[src/rtl/pipe_skid_register_if.sv]
// Handshake bundle for one pipeline stage boundary: upstream offer, downstream
// accept, squash, and the stage's fill level.
interface pipe_skid_register_if #(
    parameter int unsigned WIDTH = 16
);
    logic             flush;
    logic             in_valid;
    logic             in_ready;
    logic [WIDTH-1:0] in_data;
    logic             out_valid;
    logic             out_ready;
    logic [WIDTH-1:0] out_data;
    logic [1:0]       occupancy;

    modport slave (
        input  flush, in_valid, in_data, out_ready,
        output in_ready, out_valid, out_data, occupancy
    );

    modport master (
        output flush, in_valid, in_data, out_ready,
        input  in_ready, out_valid, out_data, occupancy
    );
endinterface

[src/rtl/pipe_skid_register.sv]
// Pipeline stage latch with valid/ready handshake, one-entry skid buffer and
// synchronous flush; all outputs are decoded from registered state only.
module pipe_skid_register #(
    parameter int unsigned WIDTH          = 16,
    parameter bit          CLEAR_ON_FLUSH = 1'b1
) (
    input logic                 clk,
    input logic                 rst,
    pipe_skid_register_if.slave bus
);
    typedef enum logic [1:0] {
        S_EMPTY = 2'd0,
        S_FULL  = 2'd1,
        S_SKID  = 2'd2
    } state_t;

    state_t           r_state;
    state_t           w_state_next;
    logic [WIDTH-1:0] r_main;
    logic [WIDTH-1:0] r_skid;
    logic             w_main_load;
    logic             w_main_from_skid;
    logic             w_skid_load;
    logic             w_clear;

    always_ff @(posedge clk or posedge rst) begin
        if (rst) begin
            r_state <= S_EMPTY;
            r_main  <= '0;
            r_skid  <= '0;
        end else begin
            r_state <= w_state_next;
            if (w_clear) begin
                r_main <= '0;
                r_skid <= '0;
            end else begin
                if (w_main_load)
                    r_main <= bus.in_data;
                else if (w_main_from_skid)
                    r_main <= r_skid;
                if (w_skid_load)
                    r_skid <= bus.in_data;
            end
        end
    end

    // flush overrides every handshake; in SKID in_valid is ignored since in_ready is low
    always_comb begin
        w_state_next     = r_state;
        w_main_load      = 1'b0;
        w_main_from_skid = 1'b0;
        w_skid_load      = 1'b0;
        w_clear          = 1'b0;
        if (bus.flush) begin
            w_state_next = S_EMPTY;
            w_clear      = CLEAR_ON_FLUSH;
        end else begin
            unique case (r_state)
                S_EMPTY: begin
                    if (bus.in_valid) begin
                        w_main_load  = 1'b1;
                        w_state_next = S_FULL;
                    end
                end
                S_FULL: begin
                    if (bus.out_ready && bus.in_valid) begin
                        w_main_load = 1'b1;
                    end else if (bus.out_ready) begin
                        w_state_next = S_EMPTY;
                    end else if (bus.in_valid) begin
                        w_skid_load  = 1'b1;
                        w_state_next = S_SKID;
                    end
                end
                S_SKID: begin
                    if (bus.out_ready) begin
                        w_main_from_skid = 1'b1;
                        w_state_next     = S_FULL;
                    end
                end
                default: w_state_next = S_EMPTY;
            endcase
        end
    end

    always_comb begin
        bus.occupancy = 2'd0;
        case (r_state)
            S_FULL:  bus.occupancy = 2'd1;
            S_SKID:  bus.occupancy = 2'd2;
            default: bus.occupancy = 2'd0;
        endcase
    end

    assign bus.out_valid = (r_state != S_EMPTY);
    assign bus.in_ready  = (r_state != S_SKID);
    assign bus.out_data  = r_main;
endmodule

[src/flat_wrapper.sv]
// flat-port wrapper written by rule: the top's interface ports become plain ports
module pipe_skid_register_flat 
#(
    parameter int unsigned WIDTH          = 16,
    parameter bit          CLEAR_ON_FLUSH = 1'b1
)
  (clk, rst, bus_flush, bus_in_valid, bus_in_data, bus_out_ready, bus_in_ready, bus_out_valid, bus_out_data, bus_occupancy);
  pipe_skid_register_if #(.WIDTH(WIDTH)) bus_i ();
  input logic clk;
  input logic rst;
  input wire logic [$bits(bus_i.flush)-1:0] bus_flush;
  input wire logic [$bits(bus_i.in_valid)-1:0] bus_in_valid;
  input wire logic [$bits(bus_i.in_data)-1:0] bus_in_data;
  input wire logic [$bits(bus_i.out_ready)-1:0] bus_out_ready;
  output wire logic [$bits(bus_i.in_ready)-1:0] bus_in_ready;
  output wire logic [$bits(bus_i.out_valid)-1:0] bus_out_valid;
  output wire logic [$bits(bus_i.out_data)-1:0] bus_out_data;
  output wire logic [$bits(bus_i.occupancy)-1:0] bus_occupancy;
  assign bus_i.flush = bus_flush;
  assign bus_i.in_valid = bus_in_valid;
  assign bus_i.in_data = bus_in_data;
  assign bus_i.out_ready = bus_out_ready;
  assign bus_in_ready = bus_i.in_ready;
  assign bus_out_valid = bus_i.out_valid;
  assign bus_out_data = bus_i.out_data;
  assign bus_occupancy = bus_i.occupancy;
  pipe_skid_register #(.WIDTH(WIDTH), .CLEAR_ON_FLUSH(CLEAR_ON_FLUSH)) u_core (.clk(clk), .rst(rst), .bus(bus_i));
endmodule
[config.mk]
export PLATFORM = sky130hd
export DESIGN_NAME = pipe_skid_register_flat
export DESIGN_NICKNAME = d
export VERILOG_FILES = /design/src/rtl/pipe_skid_register_if.sv /design/src/rtl/pipe_skid_register.sv /design/src/flat_wrapper.sv
export SDC_FILE = /design/constraint.sdc
export NUM_CORES = 1
export LEC_CHECK = 0
export ABC_AREA = 0
export BUFFER_PORTS_ARGS = -buffer_cell sky130_fd_sc_hd__buf_4
export CORE_AREA = 2 2 71 73
export CTS_CLUSTER_DIAMETER = 60
export CTS_CLUSTER_SIZE = 28
export DETAILED_ROUTE_END_ITERATION = 8
export DIE_AREA = 0 0 73 75
export HOLD_SLACK_MARGIN = 0.15
export PLACE_DENSITY = 0.57
export SLEW_MARGIN = 5
export SYNTH_ARGS = -nofsm -noshare
export SYNTH_HDL_FRONTEND = slang
export SYNTH_SLANG_ARGS = --single-unit
[constraint.sdc]
create_clock -name clk -period 3.6 [get_ports clk]
set_input_delay 0.72 -clock clk [delete_from_list [all_inputs] [get_ports clk]]
set_output_delay 0.72 -clock clk [all_outputs]
set_load 0.01 [all_outputs]
==> results of run 1 <==
power breakdown:
group          total (mW)  internal [mW]  leakage [nW]  switching (mW)
Sequential          0.405          0.396         0.468         0.00828
Combinational       0.117         0.0523         0.505          0.0650
Clock               0.273          0.147        0.0431           0.126
Total               0.795          0.596          1.02           0.199
kinds of logic after synthesis:
family                 after synthesis  synth area share
AO/OA/AOI/OAI                       36            0.1493
AND/OR/NAND/NOR                     62            0.1571
flip-flops                          34            0.5342
multiplexers                        17            0.1100
buffers and inverters               13           0.04948
worst max path at each step:
stage	cells past startpoint	slack (ns)	endpoint	startpoint
after floorplan	6	1.70	u_core.bus.out_data[15]	bus_in_valid
after detailed placement	6	1.02	u_core.bus.out_data[9]	bus_out_ready
after global routing	6	1.21	u_core.bus.out_data[12]	bus_out_ready
after CTS	6	1.31	u_core.bus.out_data[9]	bus_out_ready
final	6	1.32	u_core.bus.out_data[9]	bus_out_ready
after global placement	6	1.06	u_core.bus.out_data[12]	bus_out_ready
layout by cell type (no fill, tap or decap), drive strengths merged:
master | Yosys | final
nand2 | 52 | 52
buf | 7 | 44
dfrtp | 34 | 34
o21ai | 18 | 18
a21oi | 16 | 16
mux2i | 16 | 16
clkbuf | 2 | 6
inv | 4 | 4
nor2 | 3 | 3
nor2b | 3 | 3
nand2b | 2 | 2
or3 | 1 | 1
mux2 | 1 | 1
a221oi | 1 | 1
or2 | 1 | 1
a22oi | 1 | 1
area by class of cell:
| cell class | instances | area, um2 |
|---|---|---|
| well taps | 54 | 67.56 |
| fillers | 467 | 2651 |
| clock buffers | 6 | 82.58 |
| multi-input cells | 115 | 663.1 |
| flip-flops and latches | 34 | 850.8 |
| repair buffers | 44 | 330.3 |
| inverters | 4 | 15.01 |
state kept, by name (all words and copies together) (netlist names):
| name | flops |
|---|---|
| u_core.bus.out_data | 16 |
| u_core.r_skid | 16 |
| u_core.r_state | 2 |
worst reg2reg max path, delay by kind of cell, from the launching register on:
kind | cells | cell delay (ns)
flip-flops | 1 | 0.44
AND/OR/NAND/NOR | 1 | 0.63
AO/OA/AOI/OAI | 2 | 0.38
multiplexers | 1 | 0.35
buffers and inverters | 1 | 0.26
routing by layer:
metal	share of wire	vias to the layer above	GRT usage
met4	0.014	0	0.06173
met1	0.46	577	0.1876
met3	0.040	2	0.03748
li1	-	621	-
met2	0.49	33	0.2142
met5	0	-	0
metrics by stage:
| stage | cells | hold slack (ns) | setup slack, ns | power (mW) | area (um2) |
|---|---|---|---|---|---|
| after floorplan | 162 | 0.5010 | 1.701 | 0.4803 | 1593 |
| after global placement | 251 | 0.4730 | 1.056 | 0.5308 | 1927 |
| after detailed placement | 251 | 0.4771 | 1.019 | 0.5312 | 1927 |
| after CTS | 257 | 0.4914 | 1.308 | 0.8035 | 2009 |
| after global routing | 257 | 0.5104 | 1.207 | 0.8333 | 2009 |
| final | 257 | 0.4831 | 1.324 | 0.7948 | 2009 |
synthesized netlist by cell type, drive strengths merged:
cell type	instances	area share
or2	1	0.0039
o21ai	18	0.078
inv	4	0.0094
a22oi	1	0.0047
nor2b	3	0.012
mux2	1	0.0094
a221oi	1	0.016
nand2	52	0.12
dfrtp	34	0.53
or3	1	0.0039
a21oi	16	0.050
nand2b	2	0.0079
mux2i	16	0.10
nor2	3	0.0071
clkbuf	2	0.0047
buf	7	0.035
==> impl_metrics.py, run 1 <==
metrics = {
    "sta": {
        "slew_headroom": 0.4961,
        "fmax_mhz": 439.4,
        "setup_tns_ns": 0,
        "min_period_ns": 2.276,
        "clock_skew_ns": 0.004726,
        "drv_slew": 0,
        "fin_crit_sh": 0.6322,
        "rsz0062_at_grt": "no",
        "worst_pin_slew_ns": 0.7559,
        "finalHoldViolations": 0,
        "setup_violations": 0,
    },
    "die": {
        "io_pins": 41,
        "rows": 25,
        "die_x_um": 73,
        "die_area_um2": 5475,
        "die_h_um": 75,
        "start_util": 0.3417,
        "coreArea_um2": 4661,
    },
    "global_routing": {
        "antenna_found_initial": 0,
        "grt_max_degree": 35,
        "grt_pass1_wl_um": 5658,
        "overflow": 0,
        "grtUsageTotal": 0.1401,
        "first_global_vias": 1157,
    },
    "layout": {
        "final_nets": 225,
        "final_util": 0.4311,
        "final_layout_size_suffix_gt1_frac": 0.3005,
        "antenna_cells": 0,
        "area_delta_synth_final_pct": 26.16,
    },
    "min_path": {
        "hp-class": "reg2reg",
        "min_path_cells": 2,
        "min_from": "u_core.bus.out_data[0]",
        "min_to": "u_core.bus.out_data[0]",
    },
    "clock_tree": {
        "clock-sinks": 34,
        "cts_tree": "built",
        "cts_setup_buffers": 0,
        "htreeDepth": 2,
        "clock_path_buffers": 2,
        "clk_pin_slew_ns": 0.06,
        "cts_buffers": 5,
        "cts_hold_buffers": 0,
        "insertion_delay_ns": 0.28,
        "cts_resized": 0,
        "root_buffer": "clkbuf_8",
    },
    "synthesis": {
        "syn_inst": 162,
        "synth_seq_cells": 34,
        "syn_area_um2": 1593,
        "synth_cell_types": 21,
        "yosysSeqAreaShare": 0.5342,
        "synth_warnings": 0,
        "synthesis.area_per_instance_um2": 9.832,
        "synth_nets": 183,
    },
    "worst_setup_path": {
        "crit_chain": "buf_4 > mux2_4 > a221oi_4 > buf_4 > or2_1 > o21ai_1",
        "start_kind": "primary input",
        "cp_slowest_cell": "or2_1",
        "worstPathMaxFanout": 17,
        "path_common_cell": "buf_4",
        "max_stage_delay_ns": 0.63,
        "crit_buf_inv": 2,
        "cp.required_ns": 3.73,
        "rr_endpoint": "u_core.bus.out_data[9]",
        "r2r_slack_ns": 1.40,
        "critPathKind": "in2reg",
        "crit_path_end_kind": "register",
        "r2r_start": "u_core.r_state[1]",
        "arrival_ns": 2.41,
        "critical_path.top_delay_family": "simple AND/OR/NAND/NOR gates",
        "reg2reg_depth": 5,
    },
    "drt": {
        "drc": 0,
        "viasPerCell": 4.798,
        "ant_nets": 0,
        "drt_iter0_markers": 61,
        "wl_per_cell_um": 13.72,
        "routed_wl_um": 3526,
        "drtPass1Iterations": 5,
        "routed-via-count": 1233,
    },
    "power_and_ir_drop": {
        "ir_worst_vdd_mv": 0.1702,
        "p_per_area_nw_per_um2": 395.5,
        "leakagePower_nw": 1.016,
    },
    "place": {
        "hpwlAfterDp_um": 2503,
        "place.gp.congestion": 0.7605,
        "io_buffers": 40,
    },
    "outcome": {
        "outcome": "finished, final reports clean",
    },
    "flow_run": {
        "drv_cap": 0,
    },
}
Power figures use the tool's default switching activity.
==> run 2: changes to the inputs <==
--- a/config.mk
+++ b/config.mk
@@ -13,7 +13,7 @@
 export DETAILED_ROUTE_END_ITERATION = 8
 export DIE_AREA = 0 0 73 75
 export HOLD_SLACK_MARGIN = 0.15
-export PLACE_DENSITY = 0.57
+export PLACE_DENSITY = 0.59
 export SLEW_MARGIN = 5
 export SYNTH_ARGS = -nofsm -noshare
 export SYNTH_HDL_FRONTEND = slang
==> constraint.sdc (replaced) <==
create_clock -name clk -period 1.85 [get_ports clk]
set_input_delay 0.37 -clock clk [delete_from_list [all_inputs] [get_ports clk]]
set_output_delay 0.37 -clock clk [all_outputs]
set_load 0.01 [all_outputs]
==> run 2 against run 1 <==
Cell count grew 2.3%. Global-route usage is essentially flat. Die area is the same. Via count is essentially flat. First-iteration DRC count shrank 23%. Largest cell class unchanged.
==> impl_metrics.py, run 2 (synthesized netlist as in run 1, its figures left out) <==
metrics = {
    "global_routing": {
        "grt_max_degree": 35,
        "grtUsageTotal": 0.1406,
        "grt_pass1_wl_um": 5844,
        "overflow": 0,
        "first_global_vias": 1272,
        "antenna_found_initial": 0,
    },
    "worst_setup_path": {
        "arrival_ns": 1.79,
        "critical_path.top_delay_family": "simple AND/OR/NAND/NOR gates",
        "crit_chain": "nand2b_1 > or3_1 > buf_12 > mux2i_1 > o21ai_2",
        "max_stage_delay_ns": 0.45,
        "crit_path_end_kind": "register",
        "start_kind": "register",
        "path_depth": 5,
        "cp_slowest_cell": "dfrtp_1",
        "crit_buf_inv": 1,
        "critPathKind": "reg2reg",
        "cp.required_ns": 2.03,
        "reg2reg_depth": 5,
        "worstPathMaxFanout": 16,
    },
    "clock_tree": {
        "insertion_delay_ns": 0.29,
        "cts_tree": "built",
        "clk_pin_slew_ns": 0.07,
        "clock-sinks": 34,
        "root_buffer": "clkbuf_8",
        "htreeDepth": 2,
        "cts_resized": 0,
        "cts_setup_buffers": 0,
        "clock_path_buffers": 2,
        "cts_buffers": 5,
        "cts_hold_buffers": 0,
    },
    "die": {
        "rows": 25,
        "coreArea_um2": 4661,
        "start_util": 0.3417,
        "die_area_um2": 5475,
        "die_h_um": 75,
        "die_x_um": 73,
        "io_pins": 41,
    },
    "power_and_ir_drop": {
        "clockPowerShare": 0.455,
        "netSwitchingFraction": 0.2265,
        "leakagePower_nw": 1.074,
        "internal-power_mw": 1.461,
        "power_switching_uw": 427.9,
        "pwr-share-comb": 0.129,
        "ir_worst_vdd_mv": 0.3940,
        "p_seq_frac": 0.416,
        "p_per_area_nw_per_um2": 889.2,
    },
    "drt": {
        "drc": 0,
        "wl_per_cell_um": 13.12,
        "ant_nets": 0,
        "routed_wl_um": 3450,
        "routed-via-count": 1232,
        "drtPass1Iterations": 4,
        "viasPerCell": 4.684,
        "drt_iter0_markers": 47,
    },
    "place": {
        "placed_cell_area_um2": 1982,
        "hpwlAfterDp_um": 2423,
        "dp.cells": 255,
        "io_buffers": 40,
        "place.gp.congestion": 0.7323,
    },
    "layout": {
        "design_area_um2": 2125,
        "final_cell_mix": "nand2_1, buf_4, dfrtp_1",
        "final_layout_size_suffix_gt1_frac": 0.3206,
        "multi_input_area_um2": 663.1,
        "fillers": 434,
        "final_common_cell": "nand2_1",
        "antenna_cells": 0,
        "final_nets": 229,
        "area_delta_synth_final_pct": 33.39,
        "instances_no_fill": 263,
        "regArea_um2": 850.8,
    },
    "sta": {
        "worst_pin_slew_ns": 0.4463,
        "fin_crit_sh": 0.8703,
        "rsz0062_at_grt": "no",
        "clock_skew_ns": 0.005481,
        "min_period_ns": 1.610,
        "fin_hold_ws_ns": 0.1797,
        "finalHoldViolations": 0,
        "setup_tns_ns": 0,
        "setup_violations": 0,
        "slew_headroom": 0.7024,
        "drv_slew": 0,
        "fmax_mhz": 621.1,
    },
    "flow_run": {
        "drv_cap": 0,
    },
    "outcome": {
        "outcome": "finished, final reports clean",
    },
    "min_path": {
        "hp-class": "in2async",
    },
}
## run 2: cell types whose count changed in the layout (fill, tap and decap cells not counted), sizes merged
cell and delta:
buf +4, bufinv +2
## run 2: path summary, 6_finish.rpt
kind | slack (ns) | endpoint | startpoint
max | 0.24 | u_core.bus.out_data[0] | u_core.r_state[1]
min | 0.18 | u_core.bus.out_data[6] | rst
max reg2reg | 0.24 | u_core.bus.out_data[0] | u_core.r_state[1]
min reg2reg | 0.48 | u_core.bus.out_data[0] | u_core.bus.out_data[0]
max in group asynchronous | 1.35 | u_core.bus.out_data[12] | rst
min in group clk | 0.33 | u_core.r_skid[11] | bus_in_data[11]
## run 2: worst register-to-register path: stages (launching register included)
cell and delay [ns]:
dfrtp_1 0.45, nand2b_1 0.18, or3_1 0.39, buf_12 0.18
mux2i_1 0.23, o21ai_2 0.07
## run 2: area by class of cell
class	count	share of cell area
clock inverter	2	0.02827
tap	54	0.03180
sequential	34	0.4005
inverter	4	0.007067
multi-input combinational	115	0.3121
timing repair buffer	48	0.1814
clock buffer	6	0.03887
## run 2: per-stage QoR
stage	power, mW	util	setup WS [ns]
detailed placement	1.050	0.4252	0.2634
floorplan	0.9346	-	0.2154
global placement	1.048	0.4252	0.2726
finish	1.889	0.4558	0.2399
CTS	1.909	0.4558	0.2524
global route	1.957	0.4558	0.1666
## run 2: power groups by stage
| stage | Combinational [mW] | Clock (mW) | Sequential, mW |
|---|---|---|---|
| 2_1_floorplan | 0.128 | 0 | 0.806 |
| 3_3_place_gp | 0.249 | 0 | 0.799 |
| 3_5_place_dp | 0.249 | 0 | 0.801 |
| 4_1_cts | 0.250 | 0.873 | 0.786 |
| 5_1_grt | 0.271 | 0.897 | 0.789 |
| 6_report | 0.244 | 0.859 | 0.786 |
## run 2: per-layer routing
| metal | up-vias | global-route usage | routed length, um |
|---|---|---|---|
| met4 | 0 | 0.04938 | 42 |
| met2 | 30 | 0.2362 | 1655 |
| li1 | 631 | - | - |
| met5 | - | 0 | 0 |
| met3 | 4 | 0.03481 | 153 |
| met1 | 567 | 0.1773 | 1599 |
==> run 3: changes to the inputs <==
--- a/config.mk
+++ b/config.mk
@@ -14,6 +14,7 @@
 export DIE_AREA = 0 0 73 75
 export HOLD_SLACK_MARGIN = 0.15
 export PLACE_DENSITY = 0.59
+export SETUP_SLACK_MARGIN = 0.5
 export SLEW_MARGIN = 5
 export SYNTH_ARGS = -nofsm -noshare
 export SYNTH_HDL_FRONTEND = slang
==> run 3 against run 2 <==
Non-clock buffer count grew 4. Largest power group is now registers. Highest routed layer unchanged. Critical path type unchanged. Routed wire length grew 7.5%. Setup slack gained 0.090 ns. Count of clock-buffer cells in the layout grew 1. Largest cell class unchanged. Core utilization grew 1.6 points. Cell area grew 3.5%. Sequential power is essentially flat. Via count grew 2.1%. Clock skew shrank 0.0022 ns.
==> impl_metrics.py, run 3 (synthesized netlist as in run 1, its figures left out) <==
metrics = {
    "die": {
        "die_x_um": 73,
        "die_h_um": 75,
        "die_area_um2": 5475,
        "start_util": 0.3417,
        "coreArea_um2": 4661,
        "rows": 25,
        "io_pins": 41,
    },
    "clock_tree": {
        "htreeDepth": 2,
        "cts_buffers": 5,
        "cts_tree": "built",
        "insertion_delay_ns": 0.27,
        "root_buffer": "clkbuf_8",
        "clock-sinks": 34,
        "clock_path_buffers": 2,
        "clk_pin_slew_ns": 0.07,
    },
    "worst_setup_path": {
        "start_kind": "register",
        "arrival_ns": 1.72,
        "crit_chain": "mux2_4 > a221oi_4 > buf_4 > nand2_1 > o21ai_1",
        "cp_slowest_cell": "dfrtp_2",
        "max_stage_delay_ns": 0.43,
        "critPathKind": "reg2reg",
        "crit_path_end_kind": "register",
        "cp.required_ns": 2.05,
        "worstPathMaxFanout": 16,
    },
    "sta": {
        "drv_slew": 0,
        "rsz0062_at_grt": "yes",
        "clock_skew_ns": 0.003257,
        "setup_violations": 0,
        "fin_crit_sh": 0.8217,
        "min_period_ns": 1.520,
        "worst_pin_slew_ns": 0.3935,
        "setup_ws_ns": 0.3298,
        "setup_tns_ns": 0,
        "slew_headroom": 0.7374,
        "fmax_mhz": 657.8,
        "finalHoldViolations": 0,
    },
    "power_and_ir_drop": {
        "power_mw": 1.576,
        "ir_worst_vdd_mv": 0.2975,
        "internal-power_mw": 1.173,
        "p_per_area_nw_per_um2": 716.4,
        "netSwitchingFraction": 0.2554,
        "clockPowerShare": 0.319,
        "pwr-share-comb": 0.181,
        "power_switching_uw": 402.4,
        "leakagePower_nw": 1.054,
        "p_seq_frac": 0.500,
    },
    "global_routing": {
        "grt_pass1_wl_um": 5913,
        "first_global_vias": 1188,
        "overflow": 0,
        "antenna_found_initial": 0,
        "grtUsageTotal": 0.1424,
        "grt_max_degree": 27,
    },
    "layout": {
        "final_cell_mix": "nand2_1, buf_4, dfrtp_1",
        "final_layout_size_suffix_gt1_frac": 0.3915,
        "antenna_cells": 0,
        "final_util": 0.4719,
        "area_delta_synth_final_pct": 38.10,
        "final_common_cell": "nand2_1",
        "final_nets": 233,
    },
    "place": {
        "dpl_worst_slack_ns": 0.2338,
        "hpwlAfterDp_um": 2474,
        "place.gp.congestion": 0.7551,
        "io_buffers": 40,
    },
    "drt": {
        "ant_nets": 0,
        "routed_wl_um": 3708,
        "drtPass1Iterations": 4,
        "routed-via-count": 1258,
        "drc": 0,
        "drt_iter0_markers": 67,
        "wl_per_cell_um": 13.94,
        "viasPerCell": 4.729,
    },
    "min_path": {
        "hp-class": "in2reg",
    },
    "flow_run": {
        "drv_cap": 0,
    },
    "outcome": {
        "outcome": "finished, final reports clean",
    },
}
## run 3: changes by cell type in the layout (fill, tap and decap cells not counted), moves of 2 or more
cell,delta
clkbuf_1,+2
inv_1,-2
mux2i_4,+2
mux2i_1,-7
bufinv_16,-2
mux2i_2,+5
inv_2,+2
## run 3: final timing paths
| kind | startpoint | endpoint | slack (ns) | depth (start not counted) |
|---|---|---|---|---|
| max | u_core.r_state[1] | u_core.bus.out_data[10] | 0.33 | 5 |
| min | bus_in_data[15] | u_core.r_skid[15] | 0.34 | 3 |
| max reg2reg | u_core.r_state[1] | u_core.bus.out_data[10] | 0.33 | 5 |
| min reg2reg | u_core.bus.out_data[5] | u_core.bus.out_data[5] | 0.48 | 2 |
| max in group asynchronous | rst | u_core.r_state[1] | 0.71 | 4 |
| min in group asynchronous | rst | u_core.bus.out_data[0] | 0.65 | 3 |
## run 3: metal layers
layer	track usage	vias to the layer above	wire, um
met3	0.02410	2	93
li1	-	633	-
met1	0.1962	600	1756
met2	0.2252	23	1824
met5	0	-	0
met4	0.05556	0	34
## run 3: critical path, delay by kind of cell (launching register included)
| family | cells | cell delay (ns) |
|---|---|---|
| compound gates | 2 | 0.32 |
| buf+inv | 1 | 0.27 |
| simple gates | 1 | 0.09 |
| flops | 1 | 0.43 |
| mux | 1 | 0.33 |
## run 3: repair_timing
| item | in CTS | in global routing |
|---|---|---|
| cloned | 1 | 0 |
| setup endpoints to repair | 20 | 36 |
| pin swaps | 6 | 2 |
| endpoints found under the hold margin | 8 | 0 |
| hold buffers | 1 | 0 |
| resized for setup | 18 | 3 |
| buffers inserted | 1 | 2 |
## run 3: layout make-up
| cell class | instances | area (um2) |
|---|---|---|
| Timing Repair Buffer | 52 | 454.2 |
| Sequential cell | 34 | 852.1 |
| Inverter | 4 | 15.01 |
| Fill cell | 456 | 2461 |
| Tap cell | 54 | 67.56 |
| Clock buffer | 7 | 76.32 |
| Multi-Input combinational cell | 115 | 734.5 |
## run 3: metrics by stage
| step | hold WS [ns] | cell area (um2) | std cells |
|---|---|---|---|
| floorplan | 0.5007 | 1600 | 162 |
| global placement | 0.3811 | 1987 | 254 |
| detailed placement | 0.3902 | 1987 | 254 |
| CTS | 0.3325 | 2178 | 264 |
| global route | 0.3430 | 2200 | 266 |
| finish | 0.3432 | 2200 | 266 |
## run 3: power groups by stage
stage	registers (mW)	clock network, mW	logic [mW]
after global routing	0.791	0.536	0.310
after CTS	0.788	0.522	0.285
after detailed placement	0.801	0	0.253
final	0.788	0.502	0.285
after floorplan	0.806	0	0.131
after global placement	0.800	0	0.251
